### src/rtl/debounce_sync.sv
// Input conditioner: two-flop synchronizer followed by a stable-count
// qualifier that drives a clean level plus rise/fall strobes and debug state.
module debounce_sync #(
    parameter int unsigned STABLE_CYCLES = 4,   // legal range 2..255
    parameter int unsigned CNT_W         = 8    // 2**CNT_W must exceed STABLE_CYCLES
) (
    input  logic       clk,
    input  logic       rst,
    input  logic       din,
    output logic       d_out,
    output logic       rise,
    output logic       fall,
    output logic       busy,
    output logic [7:0] glitch_cnt
);

    typedef enum logic [1:0] {
        IDLE_LOW  = 2'b00,
        CHK_HIGH  = 2'b01,
        IDLE_HIGH = 2'b10,
        CHK_LOW   = 2'b11
    } state_t;

    localparam logic [CNT_W-1:0] CNT_LAST = CNT_W'(STABLE_CYCLES - 1);
    localparam logic [7:0]       GLITCH_MAX = 8'hFF;

    logic             sync1;
    logic             sync2;
    state_t           state;
    state_t           state_nxt;
    logic [CNT_W-1:0] cnt;
    logic [CNT_W-1:0] cnt_nxt;
    logic             d_nxt;
    logic             rise_nxt;
    logic             fall_nxt;
    logic             glitch_hit;

    // Only sync2 is allowed to reach the qualifier; sync1 may be metastable.
    // NOTE: sequential state uses non-blocking assignments so every flop
    // samples the pre-edge value of its neighbours, which is what makes
    // sync1 -> sync2 a real two-stage pipeline.
    always_ff @(posedge clk) begin
        if (rst) begin
            sync1 <= 1'b0;
            sync2 <= 1'b0;
        end else begin
            sync1 <= din;
            sync2 <= sync1;
        end
    end

    // NOTE: every signal written here gets a default first, so no path
    // through the case can leave one unassigned and infer a latch.
    always_comb begin
        state_nxt  = state;
        cnt_nxt    = cnt;
        d_nxt      = d_out;
        rise_nxt   = 1'b0;
        fall_nxt   = 1'b0;
        glitch_hit = 1'b0;

        unique case (state)
            IDLE_LOW: begin
                if (sync2) begin
                    state_nxt = CHK_HIGH;
                    cnt_nxt   = CNT_W'(1);
                end
            end

            CHK_HIGH: begin
                if (!sync2) begin
                    state_nxt  = IDLE_LOW;
                    cnt_nxt    = '0;
                    glitch_hit = 1'b1;
                end else if (cnt == CNT_LAST) begin
                    state_nxt = IDLE_HIGH;
                    cnt_nxt   = '0;
                    d_nxt     = 1'b1;
                    rise_nxt  = 1'b1;
                end else begin
                    cnt_nxt = cnt + 1'b1;
                end
            end

            IDLE_HIGH: begin
                if (!sync2) begin
                    state_nxt = CHK_LOW;
                    cnt_nxt   = CNT_W'(1);
                end
            end

            CHK_LOW: begin
                if (sync2) begin
                    state_nxt  = IDLE_HIGH;
                    cnt_nxt    = '0;
                    glitch_hit = 1'b1;
                end else if (cnt == CNT_LAST) begin
                    state_nxt = IDLE_LOW;
                    cnt_nxt   = '0;
                    d_nxt     = 1'b0;
                    fall_nxt  = 1'b1;
                end else begin
                    cnt_nxt = cnt + 1'b1;
                end
            end

            default: begin
                state_nxt = IDLE_LOW;
                cnt_nxt   = '0;
            end
        endcase
    end

    // Reset abandons any qualification in progress without a strobe or a
    // glitch count, so a level held across release is requalified from scratch.
    always_ff @(posedge clk) begin
        if (rst) begin
            state      <= IDLE_LOW;
            cnt        <= '0;
            d_out      <= 1'b0;
            rise       <= 1'b0;
            fall       <= 1'b0;
            glitch_cnt <= '0;
        end else begin
            state <= state_nxt;
            cnt   <= cnt_nxt;
            d_out <= d_nxt;
            rise  <= rise_nxt;
            fall  <= fall_nxt;
            if (glitch_hit && (glitch_cnt != GLITCH_MAX)) begin
                glitch_cnt <= glitch_cnt + 8'd1;
            end
        end
    end

    assign busy = (state == CHK_HIGH) || (state == CHK_LOW);

endmodule

### config.mk
export PLATFORM = sky130hd
export DESIGN_NAME = debounce_sync
export DESIGN_NICKNAME = d
export VERILOG_FILES = /design/src/rtl/debounce_sync.sv
export SDC_FILE = /design/constraint.sdc
export NUM_CORES = 1
export LEC_CHECK = 0
export ABC_AREA = 0
export BUFFER_PORTS_ARGS = -buffer_cell sky130_fd_sc_hd__buf_2
export CAP_MARGIN = 5
export CELL_PAD_IN_SITES_DETAIL_PLACEMENT = 1
export CELL_PAD_IN_SITES_GLOBAL_PLACEMENT = 1
export CORE_UTILIZATION = 35
export CTS_BUF_LIST = sky130_fd_sc_hd__clkbuf_4 sky130_fd_sc_hd__clkbuf_8
export DETAILED_ROUTE_END_ITERATION = 10
export PLACE_DENSITY = 0.73
export SYNTH_ARGS = -nofsm -noshare
export SYNTH_HDL_FRONTEND = slang
export SYNTH_SLANG_ARGS = --single-unit
### constraint.sdc
create_clock -name clk -period 2.3 [get_ports clk]
set_input_delay 0.69 -clock clk [delete_from_list [all_inputs] [get_ports clk]]
set_output_delay 0.69 -clock clk [all_outputs]
set_load 0.01 [all_outputs]
* Yosys cells after proc, flatten, opt, wreduce, memory -nomap -nowiden
Index checks and enable logic that the tools add are counted.
** Word-level totals
- Logic and storage cells :: 57
- Register bits :: 23
- Bits of input ports :: 3
- Output and inout bits :: 12
** Operators by class
- Mux-type cells :: 22
- Reductions and logical operators :: 9
- Bitwise gates (word level) :: 3
- $add $sub $neg :: 2
- Equal/unequal tests :: 13
** Operators by type and width (count)
- 2-to-1 mux 8 bit :: 5
- case mux 8 bit (4 select lines) :: 1
- adder 8 x 1 -> 8 bit, second input constant :: 2
- 2-to-1 mux 2 bit :: 6
- != test 2 bit, second input constant :: 6
- equality test 8 x 2 -> 1 bit, second input constant :: 1
- != test 8 bit, second input constant :: 1
- case mux 2 bit (4 select lines) :: 1
- 2-to-1 mux 1 bit :: 7
- != test 3 bit, second input constant :: 2
- OR reduction 3 bit :: 2
- AND reduction 5 bit :: 1
- equality test 2 bit, second input constant :: 2
- case mux 1 bit (2 select lines) :: 2
- AND reduction 4 bit :: 1
- inverter 1 bit :: 3
- equality test 2 x 1 -> 1 bit, second input constant :: 1
- zero test 2 bit :: 1
- AND reduction 2 bit :: 1
- nonzero test 2 bit :: 1
- logical AND 1 bit :: 1
- logical OR 1 bit :: 1

* Longest topological paths before layout
Gate-level depths: netlist of the first run.
- Depth after elaboration :: 4
- Mapped depth :: 5
- Gate-level depth less buffers :: 5

* Worst setup path before layout of the first run
Ideal clock, no wire load.
- Kind :: register to register
- From :: register cnt[0]
- To :: register cnt[5]
- Library setup time :: 0.126 ns
- Stages on the path, launching flop included :: 6
- Path buffers :: 0
- Period minus slack after synthesis :: 1.551 ns
- Arrival time :: 1.426 ns
- Slack :: 0.749 ns
- Required time :: 2.174 ns
- Cells stage by stage :: dfxtp_1 -> ha_1 -> nor4b_1 -> a21boi_1 -> a41oi_1 -> a31oi_1
** On the way
- Word-level cells in the longest chain between the ends :: 4
- Elaborated cells on any way between the ends :: 6
- Classes of those cells :: add/sub: 1; eq/ne: 1; mux: 4
** Ends and longest elaborated chain
- start, declared :: line 31 : logic [CNT_W-1:0] cnt;
- start signal, assigned :: line 126 : cnt <= cnt_nxt;
- adder 8 x 1 -> 8 bit or equality test 8 x 2 -> 1 bit (tied branches)
- 2-to-1 mux 8 bit * :: line 75, 97
- 2-to-1 mux 8 bit, on equally long branches :: line 93, 71
- case mux 8 bit (4 select lines) * :: line 62 : unique case (state)
Every way passes the cells marked *; elsewhere a longest branch is shown, timed or not.
A chain may end at the register's enable or synchronous reset.

* Worst setup path in the final report of the first run
Same ends and word-level chain as after synthesis.

==> results.json, run 1 <==
{
  "layout_common_cells": "dfxtp_1 (23), buf_2 (14), nor2_1 (10), nand2_1 (10), xor2_1 (8)",
  "synth_top_family_by_area": "simple AND/OR/NAND/NOR gates",
  "drt-pass1-iter-count": 7,
  "antenna_left": 0,
  "cts_setup_buffers": 0,
  "slew_violations": 0,
  "cts.clk_slew.worst_paths_ns": 0.13,
  "wl_per_cell_um": 14.0,
  "status": "finished with violations",
  "crit_slowest_cell": "nor4b_1",
  "grt_overflow": 0,
  "cts-root-buf": "clkbuf_4",
  "syn_nets": 120,
  "power.density_nw_per_um2": 539,
  "grt_max_degree": 21,
  "drcViolationCount": 2,
  "drt-initial-drc-count": 10,
  "p_int_mw": 0.481,
  "clock_sinks": 23,
  "seq_area_frac_synth": 0.439,
  "vdd_drop_max_v": 0.000277,
  "path_buf_inv": 0,
  "arrival_ns": 2.04,
  "rsz0062_at_grt": "no",
  "power_leakage_nw": 0.473,
  "max-cap-violations": 0,
  "cp_max_fo": 8,
  "clk-insertion-delay-late_ns": 0.31,
  "cts_resized": 0,
  "num-nets-final": 134,
  "cts_tree": "yes",
  "cp_top_family": "compound AO/OA/AOI/OAI gates",
  "p_comb_frac": 0.048,
  "ys_warn_count": 0,
  "antennaDiodeCount": 0,
  "period_share": 0.797,
  "place_area_um2": 1140,
  "track_usage": 0.152,
  "die_w_um": 56.7,
  "synthesis.area_um2": 1050,
  "core_um2": 2810,
  "finalHoldViolCount": 0,
  "worst_pin_slew_ns": 0.551,
  "hold_class": "reg2reg",
  "synth-main-ff-cell": "dfxtp_1",
  "max_freq_mhz": 546,
  "syn_to_final_growth_pct": 11.2,
  "synth-xor-area-share": 0.0823,
  "htree_levels": 1,
  "gp_congestion": 0.783,
  "die-area_um2": 3220,
  "cp_cell_sequence": "ha_1 -> nor4b_1 -> a21boi_1 -> a41oi_1 -> a31oi_1",
  "holdBufCountCts": 0,
  "violations": "DRC",
  "antenna_found_initial": 0,
  "power.switching_mw": 0.148,
  "io_buffer_count": 14,
  "cts.path.max_buffers": 2,
  "syn-mean-instance-area_um2": 9.12,
  "clkPwrFrac": 0.300,
  "initial_utilization": 0.374,
  "worstSetupStartpointType": "flop",
  "ys_types": 35,
  "synth-adder-area-share": 0.0239,
  "vias": 891,
  "ys_seq_elements": 23,
  "num_rows": 19,
  "async_flop_share": 0,
  "synth_compound_area_frac": 0.162,
  "worst_path_largest_cell_delay_ns": 0.45,
  "routed_wl_um": 2220,
  "finalCriticalPeriod_ns": 1.83,
  "synth-simple-area-share": 0.242,
  "layout_commonest_cell": "dfxtp_1",
  "synth_edf_count": 0,
  "grt_pass1_vias": 821,
  "fin_worst_skew_ns": 0.00379,
  "swShare": 0.235,
  "crit_type": "reg2reg",
  "io_pins": 15,
  "syn_inst": 115,
  "grt_pass1_wl_um": 3800,
  "numCtsBuffers": 3,
  "die_h_um": 56.7,
  "drive_above_1_share": 0.156,
  "setup_viol": 0,
  "worstSetupEndpointType": "flop",
  "synth.mux.area_fraction": 0.0286,
  "seq_power_share": 0.652,
  "max_slew_margin": 0.632,
  "via_per_inst": 5.60,
  "design_area_um2": 1170,
  "crit_required_ns": 2.51,
  "tns_ns": 0
}
==> power groups by stage <==
stage	Sequential, mW	Combinational (mW)	Clock (mW)
after global routing	0.411	0.0339	0.214
after floorplan	0.418	0.0219	0
after global placement	0.418	0.0298	0
after detailed placement	0.419	0.0305	0
final	0.410	0.0301	0.189
after CTS	0.410	0.0307	0.202
==> routing by layer <==
layer,global-route usage,vias up,part of all wire
met3,0.0300,4,0.033
met2,0.241,15,0.46
met4,0.0732,0,0.017
met5,0,-,0
li1,-,448,-
met1,0.198,424,0.49
==> registers in the layout, indices dropped and copies added (netlist names), named ones only <==
signal      cells
sync2           1
state           1
rise            1
d_out           1
glitch_cnt      8
cnt             8
fall            1
sync1           1
==> final timing paths <==
| kind | start | endpoint | slack (ns) | depth (start not counted) |
|---|---|---|---|---|
| min | sync1$_SDFF_PP0_ | sync2$_SDFF_PP0_ | 0.46 | 1 |
| max reg2reg | cnt[0]$_SDFFE_PP0P_ | cnt[5]$_SDFFE_PP0P_ | 0.47 | 5 |
| max | cnt[0]$_SDFFE_PP0P_ | cnt[5]$_SDFFE_PP0P_ | 0.47 | 5 |
| min reg2reg | sync1$_SDFF_PP0_ | sync2$_SDFF_PP0_ | 0.46 | 1 |
==> worst register-to-register path, stage by stage, from the launching register on <==
cell,delay (ns)
dfxtp_1,0.41
ha_1,0.23
nor4b_1,0.45
a21boi_1,0.30
a41oi_1,0.29
a31oi_1,0.06
==> cells in the mapped netlist (3+ instances only) <==
cell type | count | area (µm²)
clkbuf_1 | 5 | 18.8
nand3_1 | 5 | 25.0
a31oi_1 | 5 | 31.3
nand2_1 | 10 | 37.5
mux2i_1 | 3 | 30.0
dfxtp_1 | 23 | 460
xor2_1 | 8 | 70.1
nor2_1 | 10 | 37.5
nor2b_1 | 3 | 18.8
o21ai_0 | 5 | 25.0
a21oi_1 | 3 | 15.0
==> cell type report <==
cell class,instances,area (µm²)
inverters,1,3.75
fillers,341,1640
repair buffers,14,70.1
multi-input cells,86,566
well taps,31,38.8
flip-flops and latches,23,460
clock buffers,3,22.5
clock inverters,1,5.00
==> per-stage QoR <==
step	total power [mW]	setup WS, ns	hold WS [ns]	util	instances
after floorplan	0.440	0.749	0.414	-	115
after global placement	0.448	0.588	0.419	0.406	155
after detailed placement	0.449	0.488	0.439	0.406	155
after CTS	0.643	0.477	0.460	0.416	159
after global routing	0.659	0.255	0.471	0.416	159
final	0.629	0.468	0.457	0.416	159
==> cell families after synthesis <==
kind of cell | after synthesis
AOI/OAI and AO/OA | 25
adders and majority gates | 2
DFF | 23
xor gates and xnor gates | 9
buffers and inverters | 6
and+or+nand+nor | 47
muxes | 3
No activity file was read; power rests on OpenSTA's default activity.
==> run 2: changes to the inputs <==
ABC_AREA = 1   (was 0)
PLACE_DENSITY = 0.79   (was 0.73)
clock period = 1.56 ns   (was 2.3 ns; I/O delays follow)
==> run 2 against run 1 <==
The run now ends clean; clock power increased by 52%; sequential power increased by 50%; wire length increased by 46%; die area increased by 15%; largest cell class unchanged; critical path type unchanged.
==> results.json, run 2 <==
{
  "clk-insertion-delay-late_ns": 0.32,
  "cts.path.max_buffers": 2,
  "period_share": 0.953,
  "io_buffer_count": 14,
  "yosys-top-cells-area": "dfxtp_1 (38%), nand2_1 (16%), nor2_1 (6.5%)",
  "arrival_ns": 1.71,
  "synth_top_area_frac": 0.381,
  "async_flop_share": 0,
  "die-area_um2": 3690,
  "syn_inst": 177,
  "drt-initial-drc-count": 25,
  "fin_worst_skew_ns": 0.00697,
  "ys_warn_count": 0,
  "grt_max_degree": 15,
  "grt_overflow": 0,
  "syn_to_final_growth_pct": 14.3,
  "die_h_um": 60.7,
  "drive_above_1_share": 0.199,
  "max_slew_margin": 0.794,
  "via_per_inst": 5.03,
  "postLayoutCoreUtil": 0.438,
  "max_freq_mhz": 673,
  "track_usage": 0.204,
  "antenna_found_initial": 0,
  "seq_area_frac_synth": 0.381,
  "place_area_um2": 1340,
  "vdd_drop_max_v": 0.000356,
  "cts.clk_slew.worst_paths_ns": 0.13,
  "grt_pass1_vias": 1262,
  "core_um2": 3150,
  "grt_pass1_wl_um": 5540,
  "synth-main-ff-cell": "dfxtp_1",
  "synthesis.area_um2": 1210,
  "die_w_um": 60.7,
  "fin_ws_ns": 0.0734,
  "fill_cells": 448,
  "synth_top_area_cell": "dfxtp_1",
  "rsz0062_at_grt": "no",
  "power_leakage_nw": 0.620,
  "num-nets-final": 202,
  "min-delay-start": "din",
  "reg2regPathDepth": 8,
  "crit_required_ns": 1.79,
  "layout_commonest_cell": "nand2_1",
  "design_area_um2": 1380,
  "place_ws_ns": 0.0630,
  "cp_max_fo": 8,
  "cts-root-buf": "clkbuf_4",
  "io_pins": 15,
  "r2r_start": "glitch_cnt[0]$_SDFFE_PP0P_",
  "reg_top3": "cnt x8, glitch_cnt x8",
  "cts_tree": "yes",
  "ys_types": 27,
  "synth_most_common_cell": "nand2_1",
  "worst_pin_slew_ns": 0.308,
  "finalHoldViolCount": 0,
  "gp_congestion": 0.817,
  "drcViolationCount": 0,
  "wl_per_cell_um": 13.5,
  "drt-pass1-iter-count": 4,
  "hold_slack_ns": 0.341,
  "syn-mean-instance-area_um2": 6.82,
  "numCtsBuffers": 3,
  "worstSetupStartpointType": "flop",
  "clock_sinks": 23,
  "htree_levels": 1,
  "synth_common_cells": "nand2_1 (52), dfxtp_1 (23), nor2_1 (21)",
  "slew_violations": 0,
  "ys_seq_elements": 23,
  "multi_input_area_um2": 654,
  "hold_class": "in2reg",
  "initial_utilization": 0.383,
  "synth_edf_count": 0,
  "routed_wl_um": 3240,
  "worstSetupEndpointType": "flop",
  "num_rows": 20,
  "min_path_cells": 3,
  "syn_nets": 182,
  "finalCriticalPeriod_ns": 1.49,
  "final-seq-area_um2": 462,
  "dp_hpwl_um": 2490,
  "status": "finished, final reports clean",
  "layout_common_cells": "nand2_1 (52), dfxtp_1 (22), nor2_1 (21)",
  "antennaDiodeCount": 0,
  "vias": 1206,
  "crit_start": "glitch_cnt[0]$_SDFFE_PP0P_",
  "max-cap-violations": 0,
  "antenna_left": 0,
  "power.density_nw_per_um2": 730,
  "tns_ns": 0,
  "crit_type": "reg2reg",
  "setup_viol": 0
}
-- run 2: changes by cell type after synthesis, sizes merged, moves of 3 or more --
cell | previous run | this run
nor2b | 3 | 0
nand3 | 5 | 12
a31oi | 5 | 0
xor2 | 8 | 3
a21oi | 3 | 15
nand2 | 10 | 56
inv | 1 | 21
clkbuf | 5 | 2
mux2i | 3 | 0
nand4 | 2 | 5
nor2 | 10 | 24
-- run 2: final timing paths --
kind / end / slack [ns]
min: sync1$_SDFF_PP0_ / 0.34
max reg2reg: glitch_cnt[0]$_SDFFE_PP0P_ / 0.07
min reg2reg: sync2$_SDFF_PP0_ / 0.42
max: glitch_cnt[0]$_SDFFE_PP0P_ / 0.07
-- run 2: final cells by class --
type,instances,share of cell area
clock buffers,3,0.0163
flip-flops and latches,23,0.335
well taps,44,0.0399
inverters,21,0.0589
clock inverters,1,0.00363
multi-input cells,130,0.474
repair buffers,18,0.0725
-- run 2: repair_timing --
item                                    in CTS  in global routing
gates cloned                                 0                  0
endpoints found under the setup margin       1                  6
setup buffers                                0                  0
pin swaps                                    0                  0
resized for setup                            1                  2
hold buffers                                 0                  0
-- run 2: critical path, stage by stage (launching register included) --
cell     delay, ns
dfxtp_1       0.42
ha_2          0.24
nand3_2       0.10
nor2_4        0.13
nand3_2       0.11
nand2_4       0.14
inv_4         0.07
nor2_1        0.13
nor2_2        0.05
-- run 2: power by group --
group          total, mW  internal, mW  switching (mW)
clock              0.287        0.0961           0.191
sequential         0.613         0.600          0.0129
combinational      0.108        0.0363          0.0716
-- run 2: cell families (layout without fill, tap and decap cells) --
logic type               after synthesis  in the layout  synth area share
buffers and inverters                 24             43            0.0829
flip-flops                            23             23             0.381
XOR/XNOR                               5              5            0.0363
AO/OA/AOI/OAI                         24             24             0.113
AND/OR/NAND/NOR                       99             99             0.366
adder cells (fa/ha/maj)                2              2            0.0207
-- run 2: stage by stage --
step	instances	power [mW]
5_1_grt	240	1.07
4_1_cts	240	1.02
2_1_floorplan	177	0.693
3_3_place_gp	236	0.727
6_report	240	1.01
3_5_place_dp	236	0.734
-- run 2: metal layers --
metal | routed length (µm) | part of all wire | global-route usage | vias to the layer above
li1 | - | - | - | 598
met1 | 1420 | 0.44 | 0.237 | 584
met2 | 1670 | 0.52 | 0.358 | 16
met3 | 79 | 0.024 | 0.0405 | 8
met4 | 58 | 0.018 | 0.101 | 0
met5 | 0 | 0 | 0 | -
==> run 3: changes to the inputs <==
PLACE_DENSITY = 0.76   (was 0.79)
clock period = 1.75 ns   (was 1.56 ns; I/O delays follow)
==> run 3 against run 2 <==
Die area stayed put; worst setup slack improved by 0.062 ns; first-iteration DRC count increased by 48%; non-clock buffer count decreased by 2; largest cell class unchanged; core utilization shrank 0.67 points; combinational power decreased by 22%; global-route usage fell by 0.85 points; sequential power down 10%; sequential share of layout area grew 0.43 points.
==> results.json, run 3 (same netlist as run 2, synthesis figures left out) <==
{
  "vdd_drop_max_v": 0.000247,
  "worstSetupStartpointType": "flop",
  "track_usage": 0.196,
  "setup_viol": 0,
  "cts_setup_buffers": 0,
  "io_buffer_count": 14,
  "grt_overflow": 0,
  "clock_sinks": 23,
  "via_per_inst": 5.03,
  "crit_required_ns": 1.22,
  "layout_common_cells": "nand2_1 (52), dfxtp_1 (23), nor2_1 (21)",
  "power_leakage_nw": 0.612,
  "min-delay-start": "din",
  "cp_top_family": "flip-flops",
  "antenna_left": 0,
  "core_um2": 3150,
  "die_h_um": 60.7,
  "rsz0062_at_grt": "no",
  "io_pins": 15,
  "period_share": 0.923,
  "status": "finished, final reports clean",
  "arrival_ns": 1.09,
  "top_layer_used": "met4",
  "max_freq_mhz": 619,
  "r2r_start": "glitch_cnt[0]$_SDFFE_PP0P_",
  "die_w_um": 60.7,
  "cts.clk_slew.worst_paths_ns": 0.13,
  "num_rows": 20,
  "max-cap-violations": 0,
  "drt-initial-drc-count": 37,
  "power.density_nw_per_um2": 672,
  "routed_wl_um": 3100,
  "crit_slowest_cell": "dfxtp_1",
  "max_slew_margin": 0.758,
  "cp_max_fo": 9,
  "numCtsBuffers": 3,
  "wl_met3_um": 49,
  "r2r_end": "glitch_cnt[0]$_SDFFE_PP0P_",
  "worst_pin_slew_ns": 0.363,
  "finalHoldViolCount": 0,
  "reg2regPathDepth": 8,
  "vias": 1196,
  "htree_levels": 1,
  "initial_utilization": 0.383,
  "grt_max_degree": 15,
  "cts-root-buf": "clkbuf_4",
  "slew_violations": 0,
  "syn_to_final_growth_pct": 12.5,
  "grt_pass1_vias": 1210,
  "path_buf_inv": 1,
  "drive_above_1_share": 0.180,
  "whs_endpoint": "sync1$_SDFF_PP0_",
  "min_path_cells": 3,
  "layout_commonest_cell": "nand2_1",
  "antennaDiodeCount": 0,
  "hold_class": "in2reg",
  "worstSetupEndpointType": "primary output",
  "fin_worst_skew_ns": 0.00381,
  "reg_top3": "cnt x8, glitch_cnt x8",
  "antenna_found_initial": 0,
  "finalCriticalPeriod_ns": 1.61,
  "drt-pass1-iter-count": 3,
  "dp_hpwl_um": 2420,
  "cts.path.max_buffers": 2,
  "clk-insertion-delay-late_ns": 0.32,
  "wl_per_cell_um": 13.0,
  "wl_met2_um": 1660,
  "gp_congestion": 0.826,
  "r2r_slack_ns": 0.23,
  "p_total_mw": 0.913,
  "worst_path_largest_cell_delay_ns": 0.56,
  "cp_cell_sequence": "buf_2",
  "crit_type": "reg2out",
  "fill_cells": 431,
  "tns_ns": 0,
  "drcViolationCount": 0,
  "holdBufCountCts": 0,
  "cts_resized": 0,
  "num-nets-final": 200,
  "met1_length_um": 1340,
  "grt_pass1_wl_um": 5290,
  "cts_tree": "yes",
  "postLayoutCoreUtil": 0.431,
  "die-area_um2": 3690
}
[run 3: cell type report]
cell class              count  area, µm²  share of cell area
clock buffers               4       30.0              0.0221
flip-flops and latches     23        460               0.339
multi-input cells         130        647               0.476
repair buffers             16       85.1              0.0626
inverters                  21       81.3              0.0599
well taps                  44       55.1              0.0405
[run 3: routing by layer]
metal  track usage  vias to the layer above
li1              -                      598
met1         0.221                      581
met2         0.369                       12
met3        0.0256                        5
met4        0.0779                        0
met5             0                        -
[run 3: worst register-to-register path, cell delays in order (launching register included)]
cell,delay [ns]
dfxtp_1,0.43
ha_1,0.28
nand3_2,0.11
nor2_4,0.12
nand3_2,0.11
nand2_4,0.14
inv_4,0.07
nor2_1,0.12
nor2_2,0.05
[run 3: through the flow]
step	instances	area (µm²)	hold slack [ns]	setup slack [ns]
after global routing	238	1360	0.372	0.0969
final	238	1360	0.389	0.135
after detailed placement	234	1330	0.400	0.246
after CTS	238	1360	0.385	0.124
after floorplan	177	1210	0.388	0.376
after global placement	234	1330	0.392	0.327
[run 3: worst max path at each step]
stage                     depth (start not counted)                  startpoint                         end  slack, ns
final                                             1       state[0]$_SDFFE_PP0P_                        busy       0.14
after global routing                              1       state[0]$_SDFFE_PP0P_                        busy        0.1
after CTS                                         1       state[0]$_SDFFE_PP0P_                        busy       0.12
after detailed placement                          8  glitch_cnt[0]$_SDFFE_PP0P_  glitch_cnt[0]$_SDFFE_PP0P_       0.25
after global placement                            8  glitch_cnt[0]$_SDFFE_PP0P_  glitch_cnt[0]$_SDFFE_PP0P_       0.33
after floorplan                                   8  glitch_cnt[0]$_SDFFE_PP0P_  glitch_cnt[0]$_SDFFE_PP0P_       0.38
[run 3: power by group]
part	leakage [nW]	switching, mW	internal [mW]
Combinational	0.407	0.0571	0.0272
Clock	0.0184	0.174	0.105
Sequential	0.186	0.0150	0.534
